===== src/rtl/i2c_pkg.sv =====
// i2c_pkg: shared I2C widths, FSM state encodings and a 3-sample majority helper,
// used by both i2c_peripheral and i2c_controller.
package i2c_pkg;
    localparam int ADDR_W = 7;
    localparam int DATA_W = 8;
    localparam logic [3:0] ST_IDLE     = 4'd0;
    localparam logic [3:0] ST_ADDR     = 4'd1;
    localparam logic [3:0] ST_ADDR_ACK = 4'd2;
    localparam logic [3:0] ST_RX_DATA  = 4'd3;
    localparam logic [3:0] ST_RX_ACK   = 4'd4;
    localparam logic [3:0] ST_TX_DATA  = 4'd5;
    localparam logic [3:0] ST_TX_ACK   = 4'd6;
    localparam logic [3:0] ST_IGNORE   = 4'd7;
    function automatic logic maj3(input logic [2:0] v);
        return (v[0] & v[1]) | (v[0] & v[2]) | (v[1] & v[2]);
    endfunction
endpackage


===== src/rtl/i2c_line_sampler.sv =====
// i2c_line_sampler: conditions sdc/sda and detects clock edges, START and STOP.
// Define I2C_GLITCH_FILTER_EN to add a 2-flop synchronizer plus 3-sample majority filter.
module i2c_line_sampler
    import i2c_pkg::*;
(
    input  logic clk,
    input  logic reset,
    input  logic sdc_i,
    input  logic sda_i,
    output logic sda_o,
    output logic rise_o,
    output logic fall_o,
    output logic start_o,
    output logic stop_o
);
    logic [1:0] ln_d, lv_q, pv_q;
`ifdef I2C_GLITCH_FILTER_EN
    logic [1:0] s1_q, s2_q;
    logic [2:0] h_scl_q, h_sda_q;
    always_ff @(posedge clk) begin
        if (reset) begin
            s1_q    <= '1;
            s2_q    <= '1;
            h_scl_q <= '1;
            h_sda_q <= '1;
        end else begin
            s1_q    <= {sdc_i, sda_i};
            s2_q    <= s1_q;
            h_scl_q <= {h_scl_q[1:0], s2_q[1]};
            h_sda_q <= {h_sda_q[1:0], s2_q[0]};
        end
    end
    assign ln_d = {maj3(h_scl_q), maj3(h_sda_q)};
`else
    assign ln_d = {sdc_i, sda_i};
`endif
    // lv_q is the conditioned level, pv_q its previous value for edge detection
    always_ff @(posedge clk) begin
        if (reset) begin
            lv_q <= '1;
            pv_q <= '1;
        end else begin
            lv_q <= ln_d;
            pv_q <= lv_q;
        end
    end
    assign sda_o   = lv_q[0];
    assign rise_o  = lv_q[1] & ~pv_q[1];
    assign fall_o  = ~lv_q[1] & pv_q[1];
    assign start_o = lv_q[1] & pv_q[1] & pv_q[0] & ~lv_q[0];
    assign stop_o  = lv_q[1] & pv_q[1] & ~pv_q[0] & lv_q[0];
endmodule


===== src/rtl/i2c_peripheral.sv =====
// i2c_peripheral: I2C target FSM answering at PERIPH_ADDR; line conditioning lives in
// i2c_line_sampler (glitch filter enabled by I2C_GLITCH_FILTER_EN).
module i2c_peripheral
    import i2c_pkg::*;
#(
    parameter logic [ADDR_W-1:0] PERIPH_ADDR = 7'h03
) (
    input  logic              clk,
    input  logic              reset,
    input  logic              sdc,
    input  logic              sda_in,
    output logic              sda_oe,
    input  logic [DATA_W-1:0] tx_byte,
    output logic              tx_req,
    output logic [DATA_W-1:0] rx_byte,
    output logic              rx_valid,
    output logic [3:0]        state
);
    logic              sda, rise, fall, start, stop, load;
    logic [3:0]        state_q, state_d, cnt_q, cnt_d;
    logic [DATA_W-1:0] sr_q, sr_d, rx_byte_q, rx_byte_d, sh;
    logic              rw_q, rw_d, oe_q, oe_d, rx_valid_q, rx_valid_d, tx_req_q, tx_req_d;

    i2c_line_sampler u_sampler (
        .clk     (clk),
        .reset   (reset),
        .sdc_i   (sdc),
        .sda_i   (sda_in),
        .sda_o   (sda),
        .rise_o  (rise),
        .fall_o  (fall),
        .start_o (start),
        .stop_o  (stop)
    );

    always_comb begin
        state_d    = state_q;
        cnt_d      = cnt_q;
        sr_d       = sr_q;
        rw_d       = rw_q;
        oe_d       = oe_q;
        rx_byte_d  = rx_byte_q;
        rx_valid_d = 1'b0;
        tx_req_d   = 1'b0;
        load       = 1'b0;
        sh         = {sr_q[DATA_W-2:0], sda};
        if (stop) begin
            state_d = ST_IDLE;
            oe_d    = 1'b0;
            cnt_d   = '0;
        end else if (start) begin
            state_d = ST_ADDR;
            oe_d    = 1'b0;
            cnt_d   = '0;
        end else begin
            case (state_q)
                ST_IDLE, ST_IGNORE: ;
                ST_ADDR: if (rise) begin
                    sr_d  = sh;
                    cnt_d = cnt_q + 4'd1;
                    if (cnt_q == 4'd7) begin
                        rw_d    = sda;
                        cnt_d   = '0;
                        state_d = (sr_q[ADDR_W-1:0] == PERIPH_ADDR) ? ST_ADDR_ACK : ST_IGNORE;
                    end
                end
                // first fall pulls SDA for the ACK clock, the second releases it
                ST_ADDR_ACK, ST_RX_ACK: if (fall) begin
                    if (cnt_q == 4'd0) begin
                        oe_d  = 1'b1;
                        cnt_d = 4'd1;
                    end else if (state_q == ST_RX_ACK || !rw_q) begin
                        oe_d    = 1'b0;
                        cnt_d   = '0;
                        state_d = ST_RX_DATA;
                    end else begin
                        load = 1'b1;
                    end
                end
                ST_RX_DATA: if (rise) begin
                    sr_d  = sh;
                    cnt_d = cnt_q + 4'd1;
                    if (cnt_q == 4'd7) begin
                        rx_byte_d  = sh;
                        rx_valid_d = 1'b1;
                        cnt_d      = '0;
                        state_d    = ST_RX_ACK;
                    end
                end
                ST_TX_DATA: if (fall) begin
                    if (cnt_q == 4'd8) begin
                        oe_d    = 1'b0;
                        cnt_d   = '0;
                        state_d = ST_TX_ACK;
                    end else begin
                        oe_d  = ~sr_q[DATA_W-1];
                        sr_d  = {sr_q[DATA_W-2:0], 1'b0};
                        cnt_d = cnt_q + 4'd1;
                    end
                end
                ST_TX_ACK: if (rise) begin
                    state_d = sda ? ST_IGNORE : state_q;
                    cnt_d   = 4'd1;
                end else if (fall && cnt_q == 4'd1) begin
                    load = 1'b1;
                end
                default: begin
                    state_d = ST_IDLE;
                    oe_d    = 1'b0;
                    cnt_d   = '0;
                end
            endcase
        end
        // the fall that enters TX_DATA also drives the first (MSB) data bit
        if (load) begin
            tx_req_d = 1'b1;
            oe_d     = ~tx_byte[DATA_W-1];
            sr_d     = {tx_byte[DATA_W-2:0], 1'b0};
            cnt_d    = 4'd1;
            state_d  = ST_TX_DATA;
        end
    end

    always_ff @(posedge clk) begin
        if (reset) begin
            state_q    <= ST_IDLE;
            cnt_q      <= '0;
            sr_q       <= '0;
            rw_q       <= 1'b0;
            oe_q       <= 1'b0;
            rx_byte_q  <= '0;
            rx_valid_q <= 1'b0;
            tx_req_q   <= 1'b0;
        end else begin
            state_q    <= state_d;
            cnt_q      <= cnt_d;
            sr_q       <= sr_d;
            rw_q       <= rw_d;
            oe_q       <= oe_d;
            rx_byte_q  <= rx_byte_d;
            rx_valid_q <= rx_valid_d;
            tx_req_q   <= tx_req_d;
        end
    end

    assign sda_oe   = oe_q;
    assign tx_req   = tx_req_q;
    assign rx_byte  = rx_byte_q;
    assign rx_valid = rx_valid_q;
    assign state    = state_q;
endmodule


===== config.mk =====
export PLATFORM = sky130hd
export DESIGN_NAME = i2c_peripheral
export DESIGN_NICKNAME = d
export VERILOG_FILES = /design/src/rtl/i2c_pkg.sv /design/src/rtl/i2c_line_sampler.sv /design/src/rtl/i2c_peripheral.sv
export SDC_FILE = /design/constraint.sdc
export NUM_CORES = 1
export LEC_CHECK = 0
export ABC_AREA = 1
export CAP_MARGIN = 20
export CORE_MARGIN = 3
export CORE_UTILIZATION = 55
export CTS_CLUSTER_SIZE = 8
export DETAILED_ROUTE_END_ITERATION = 12
export DONT_BUFFER_PORTS = 1
export GPL_ROUTABILITY_DRIVEN = 0
export MAX_ROUTING_LAYER = met4
export PLACE_DENSITY = 0.82
export SYNTH_ARGS = -nofsm -noshare
export SYNTH_HDL_FRONTEND = slang
export SYNTH_SLANG_ARGS = --single-unit

===== constraint.sdc =====
create_clock -name clk -period 1.39 [get_ports clk]
set_input_delay 0.3475 -clock clk [delete_from_list [all_inputs] [get_ports clk]]
set_output_delay 0.3475 -clock clk [all_outputs]
set_load 0.05 [all_outputs]

; After elaboration in Yosys (flattened, before gate mapping)
; Index checks and enable logic that the tools add are counted.
[word_totals]
elab_cells = 154
mem_bits_ro = 0
ff_bits = 32
memories = 0
ram_bits = 0
latchBits = 0
input_bits = 12
[op_classes]
muxes = 54
order_cmp = 0
addsub = 1
bitwise_logic = 18
n_shift = 0
div = 0
reduce_logical = 23
n_eq_ne = 45
multipliers = 0
[op_table]
columns = operator, count
row1 = $mux 4, 19
row2 = $ne 5x5->1 const B, 10
row3 = $mux 8, 6
row4 = $pmux 4 s6, 1
row5 = $reduce_and 12->1, 2
row6 = $reduce_and 6->1, 4
row7 = $ne 2x2->1 const B, 11
row8 = $eq 4x3->1 const B, 5
row9 = $mux 1, 20
row10 = $pmux 4 s5, 1
row11 = $pmux 8 s2, 1
row12 = $mux 3, 4
row13 = $not 1->1, 11
row14 = $reduce_and 5->1, 2
row15 = $reduce_or 5->1, 2
row16 = $ne 3x3->1 const B, 3
row17 = $eq 4x1->1 const B, 2
row18 = $eq 4x2->1 const B, 2
row19 = $logic_not 4->1, 2
row20 = $ne 2x1->1 const B, 4
row21 = $reduce_or 2->1, 4
row22 = $and 1x1->1, 7
row23 = $eq 7x2->1 const B, 1
row24 = $ne 6x6->1 const B, 1
row25 = 16 further kinds, 16

; Longest topological paths before layout
[depth]
ltp_word = 10
ltp_mapped = 14
mapped_depth_nobuf = 14

; Hierarchy
; Synthesis repeated with hierarchy kept, for this count alone.
[hier_totals]
cells_unflattened = 294
hier_area_um2 = 1916.8
[modules_own_cells]
columns = mod, area_per_inst_um2, n_inst, seq_area_each_um2, cells_per_inst
row1 = i2c_peripheral, 1771.7, 1, 540.5, 274
row2 = i2c_line_sampler, 145.1, 1, 80.1, 20

; Worst setup path after synthesis
; OpenSTA, ideal clock, no wires.
[synth_path]
kind = register -> register
from = register state_q[0] (netlist: state[0])
to = register sr_q[3]
stages_incl_launch_ff = 10
slack_ps = -434
n_path_buf = 2
required_ps = 1268
period_less_slack_ps = 1824
arrival_ps = 1703
path_cell_list = dfxtp_1 > buf_4 > nand2_2 > nor2_2 > inv_2 > nand4_2 > nand2_2 > buf_6 > o21ai_1 > a31oi_1
[synth_via]
elab_chain_len = 10
word_cells_on_any_way = 26
[synth_rtl]
columns = element, line_no
row1 = from (decl), i2c_peripheral.sv:20  ; logic [3:0] state_q, state_d, cnt_q, cnt_d;
row2 = from (signal assigned), i2c_peripheral.sv:135  ; state_q <= state_d;
row3 = $eq 4x3->1, "i2c_peripheral.sv:56, i2c_peripheral.sv:72"
row4 = $logic_or 1x1->1, i2c_peripheral.sv:72  ; end else if (state_q == ST_RX_ACK || !rw_q) begin
row5 = $mux 1, i2c_peripheral.sv:72
row6 = $mux 1, i2c_peripheral.sv:69  ; if (cnt_q == 4'd0) begin
row7 = $mux 1, i2c_peripheral.sv:68  ; ST_ADDR_ACK, ST_RX_ACK: if (fall) begin
row8 = $pmux 1 s2, i2c_peripheral.sv:56  ; case (state_q)
row9 = $mux 1, i2c_peripheral.sv:51  ; end else if (start) begin
row10 = $mux 1, i2c_peripheral.sv:47  ; if (stop) begin
row11 = $ne 3x3->1 (no line) (tied with other cells), n/a
row12 = $reduce_and 6->1 (no line), n/a
row13 = to (signal assigned), i2c_peripheral.sv:137  ; sr_q <= sr_d;
row14 = to (decl), i2c_peripheral.sv:21  ; logic [DATA_W-1:0] sr_q, sr_d, rx_byte_q, rx_byte_d, sh;
; Parallel ways exist; a longest one is shown, timed or not. The select of a mux whose other input is x is not followed.
; A chain may end at the register's enable or synchronous reset.

; Worst setup path in the final report
[layout_path]
from = register state_q[0] (netlist: state[0])
to = register state_q[2] (netlist: state[2])
[layout_via]
elab_chain_len = 10
word_cells_on_any_way = 34
[layout_rtl]
columns = element, line_no
row1 = $eq 4x3->1, "i2c_peripheral.sv:56, i2c_peripheral.sv:72"
row2 = $logic_or 1x1->1, i2c_peripheral.sv:72
row3 = $mux 1, i2c_peripheral.sv:72
row4 = $mux 1, i2c_peripheral.sv:69
row5 = $mux 1, i2c_peripheral.sv:68
row6 = $pmux 1 s2, i2c_peripheral.sv:56
row7 = $mux 1, i2c_peripheral.sv:51
row8 = $mux 1, i2c_peripheral.sv:47
row9 = $ne 5x4->1 (no line) (tied with other cells), n/a
row10 = $reduce_and 12->1 (no line), n/a
; Parallel ways exist; a longest one is shown, timed or not.

==> results.yml <==
worst_setup_path:
  critical-path-slowest-cell: "dfxtp_4"
  r2r-start: "state[0]"
  cp_max_fo: 6
  cp.arrival_ns: 1.86
  crit_buf_inv: 3
  crit_path_end_kind: "flop"
  cp.required_ns: 1.62
  cp_slowest_stage_delay_ns: 0.40
  worstSetupStartpointType: "flop"
  reg2regPathDepth: 12
  rr_endpoint: "state[2]"
  reg2reg_slack_ns: -0.24
  cpMostUsedCell: "nand2_2"
  crit_type: "reg -> reg"
  cp_top_family: "simple AND/OR/NAND/NOR gates"
  crit_chain: "buf_6, nand2_2, inv_1, nand2_2, nand2_2, inv_1, nand2_2, nand2_4, nand2_4, nor2_4, nor2_1, nor2_1"
hold_path:
  holdPathStages: 1
  hold_start: "reset"
  hold_path.class: "in -> reg"
  whs_endpoint: "rx_byte[2]"
cells_and_area:
  final_layout_size_suffix_gt1_share_pct: 43.8
  fin_nets: 345
  syn2layout_area_growth_pct: 44.2
  post-route-util_pct: 83.6
  diodes: 0
  fillers: 204
  postLayoutCellArea_sq_mm: 0.00257
  final_common_cell: "nand2_1"
  final_cell_mix: "nand2_1, buf_4, dfxtp_1"
cts:
  insertion_delay_ns: 0.33
  root_buffer: "clkbuf_4"
  cts.sink_count: 31
  cts_buffers: 5
  htree_levels: 2
  cts.clk_slew.worst_paths_ns: 0.11
  cts_tree: "done"
  clockBufferDepth: 2
  holdBufCountCts: 0
die:
  ioPinCount: 27
  initial_core_util_pct: 58.0
  dieArea_sq_mm: 0.00396
  core-area_sq_mm: 0.00308
  num_rows: 20
  die_y_um: 63.0
  fp.dieW_um: 63.0
sta:
  setup_viol: 21
  fin_crit_ns: 1.63
  finClkSkew_ns: 0.0103
  slew_headroom_pct: 65.9
  period_share_pct: 117
  slew_violations: 0
  fmax_ghz: 0.613
  tns_ns: -2.75
  layout_setup_ws_ns: -0.242
  hold_violations: 0
  tightestPinTransition_ns: 0.511
  rsz0062_at_grt: "true"
grt:
  grt_max_degree: 16
  gr-usage-all-layers_pct: 27.7
  grt_pass1_vias: 1934
  grt_pass1_wl_um: 8490
  grt-ovfl-total: 0
  antenna_found_initial: 0
logic_synthesis:
  synth-edff-count: 0
  yosysTopAreaCell: "dfxtp_1"
  yosysWarnings: 0
  avgSynthCellArea_sq_um: 6.44
  syn_nets: 292
  ys.flop_type: "dfxtp_1"
  yosysSeqAreaShare_pct: 34.8
  synth_cells: 277
  synth_top_area_share_pct: 34.8
  synth_seq_cells: 31
  syn_area_sq_mm: 0.00178
  synth_cell_type_count: 29
  synth_area_leaders: "dfxtp_1, nand2_1, nand3_1, nor2_1, inv_1"
  synthArstFlopShare_pct: 0
drt:
  avgRoutedWirePerCell_um: 15.5
  antenna_left: 0
  viasPerCell: 5.50
  vias: 2064
  wirelength_um: 5810
  drtPass1Iterations: 4
  drcViolationCount: 0
  first_iter_violations: 219
placement:
  post_dp_cell_area_sq_mm: 0.00213
  dp_hpwl_um: 3410
  port_buffers: 0
status:
  violations: "negative setup slack"
  status: "finished with violations"
pwr:
  p_int_uw: 2400
  pwr-share-seq_pct: 28.8
  power_switching_uw: 2050
  power_uw: 4450
  p_sw_share_pct: 46.0
  leakagePower_uw: 0.00120
  power_density_mw_per_mm2: 1730
  peakVddDrop_v: 0.00110
  comb_power_share_pct: 59.4
  power_frac_clock_pct: 11.8
run:
  drv_cap: 0
## worst max-delay path by stage
| stage | from | to | slack, ns | cells past startpoint |
|---|---|---|---|---|
| floorplan | state[2] | sr_q[3] | -0.13 | 8 |
| global placement | cnt_q[1] | sr_q[7] | -0.17 | 8 |
| detailed placement | cnt_q[1] | sr_q[3] | -0.23 | 11 |
| CTS | cnt_q[0] | state[0] | -0.14 | 13 |
| global route | state[2] | state[2] | -0.34 | 11 |
| finish | state[0] | state[2] | -0.24 | 12 |
## metal layers
layer	track usage (%)	share of wire, %
met5	-	0
met4	9.64	3.9
met3	5.04	6.2
met2	48.7	51
met1	31.1	39
## worst reg2reg max path, cell delays in order, from the launching register on
cell	delay, ns
dfxtp_4	0.40
buf_6	0.14
nand2_2	0.12
inv_1	0.12
nand2_2	0.08
nand2_2	0.11
inv_1	0.07
nand2_2	0.11
nand2_4	0.07
nand2_4	0.06
nor2_4	0.04
nor2_1	0.16
nor2_1	0.06
## power by group through the flow
stage,sequential [uW],combinational (uW),clock [uW]
2_1_floorplan,1340,1150,0
3_3_place_gp,1270,1750,0
3_5_place_dp,1290,1790,0
4_1_cts,1260,2180,545
5_1_grt,1300,2850,584
6_report,1280,2640,527
## synthesized netlist by cell type (6+ instances only)
library cell	number
nor2_1	29
nand3_1	23
nand2_1	78
nor2_2	6
a31oi_1	8
dfxtp_1	31
nand2_2	9
inv_2	6
a21oi_1	14
o21ai_0	11
inv_1	28
## sequential cells by signal, indices dropped and copies added (netlist names)
name,flops
u_sampler.lv_q,2
sda_oe,1
sr_q,8
rx_byte,8
rw_q,1
tx_req,1
rx_valid,1
u_sampler.pv_q,2
state,3
cnt_q,4
## cell type report
cell class	instances	area (sq um)	area share (%)
Multi-Input combinational cell	205	1250	48.4
Inverter	34	138	5.35
Tap cell	44	55.1	2.14
Timing Repair Buffer	53	440	17.1
Clock inverter	3	18.8	0.730
Sequential cell	31	637	24.8
Clock buffer	5	37.5	1.46
## cell families (layout without fill, tap and decap cells)
logic type / count (synthesis) / in the layout / synth area share [%]
AO/OA/AOI/OAI: 42 / 42 / 13.3
adder cells (fa/ha/maj): 3 / 3 / 2.10
buffers and inverters: 42 / 95 / 10.2
flip-flops: 31 / 31 / 34.8
other: 1 / 1 / 0.210
AND/OR/NAND/NOR: 158 / 159 / 39.4
## through the flow
step / instances / setup WS (ns) / hold slack [ns]
6_report: 375 / -0.242 / 0.0611
5_1_grt: 375 / -0.344 / 0.0388
4_1_cts: 371 / -0.142 / 0.0552
3_5_place_dp: 353 / -0.226 / 0.420
3_3_place_gp: 353 / -0.175 / 0.418
2_1_floorplan: 277 / -0.131 / 0.426
## timing repair
action,4_1_cts,5_1_grt
buffers inserted,9,4
gates cloned,1,0
pin swaps,24,21
endpoints found under the setup margin,27,27
resized for setup,45,40
No activity file was read; power rests on OpenSTA's default activity.
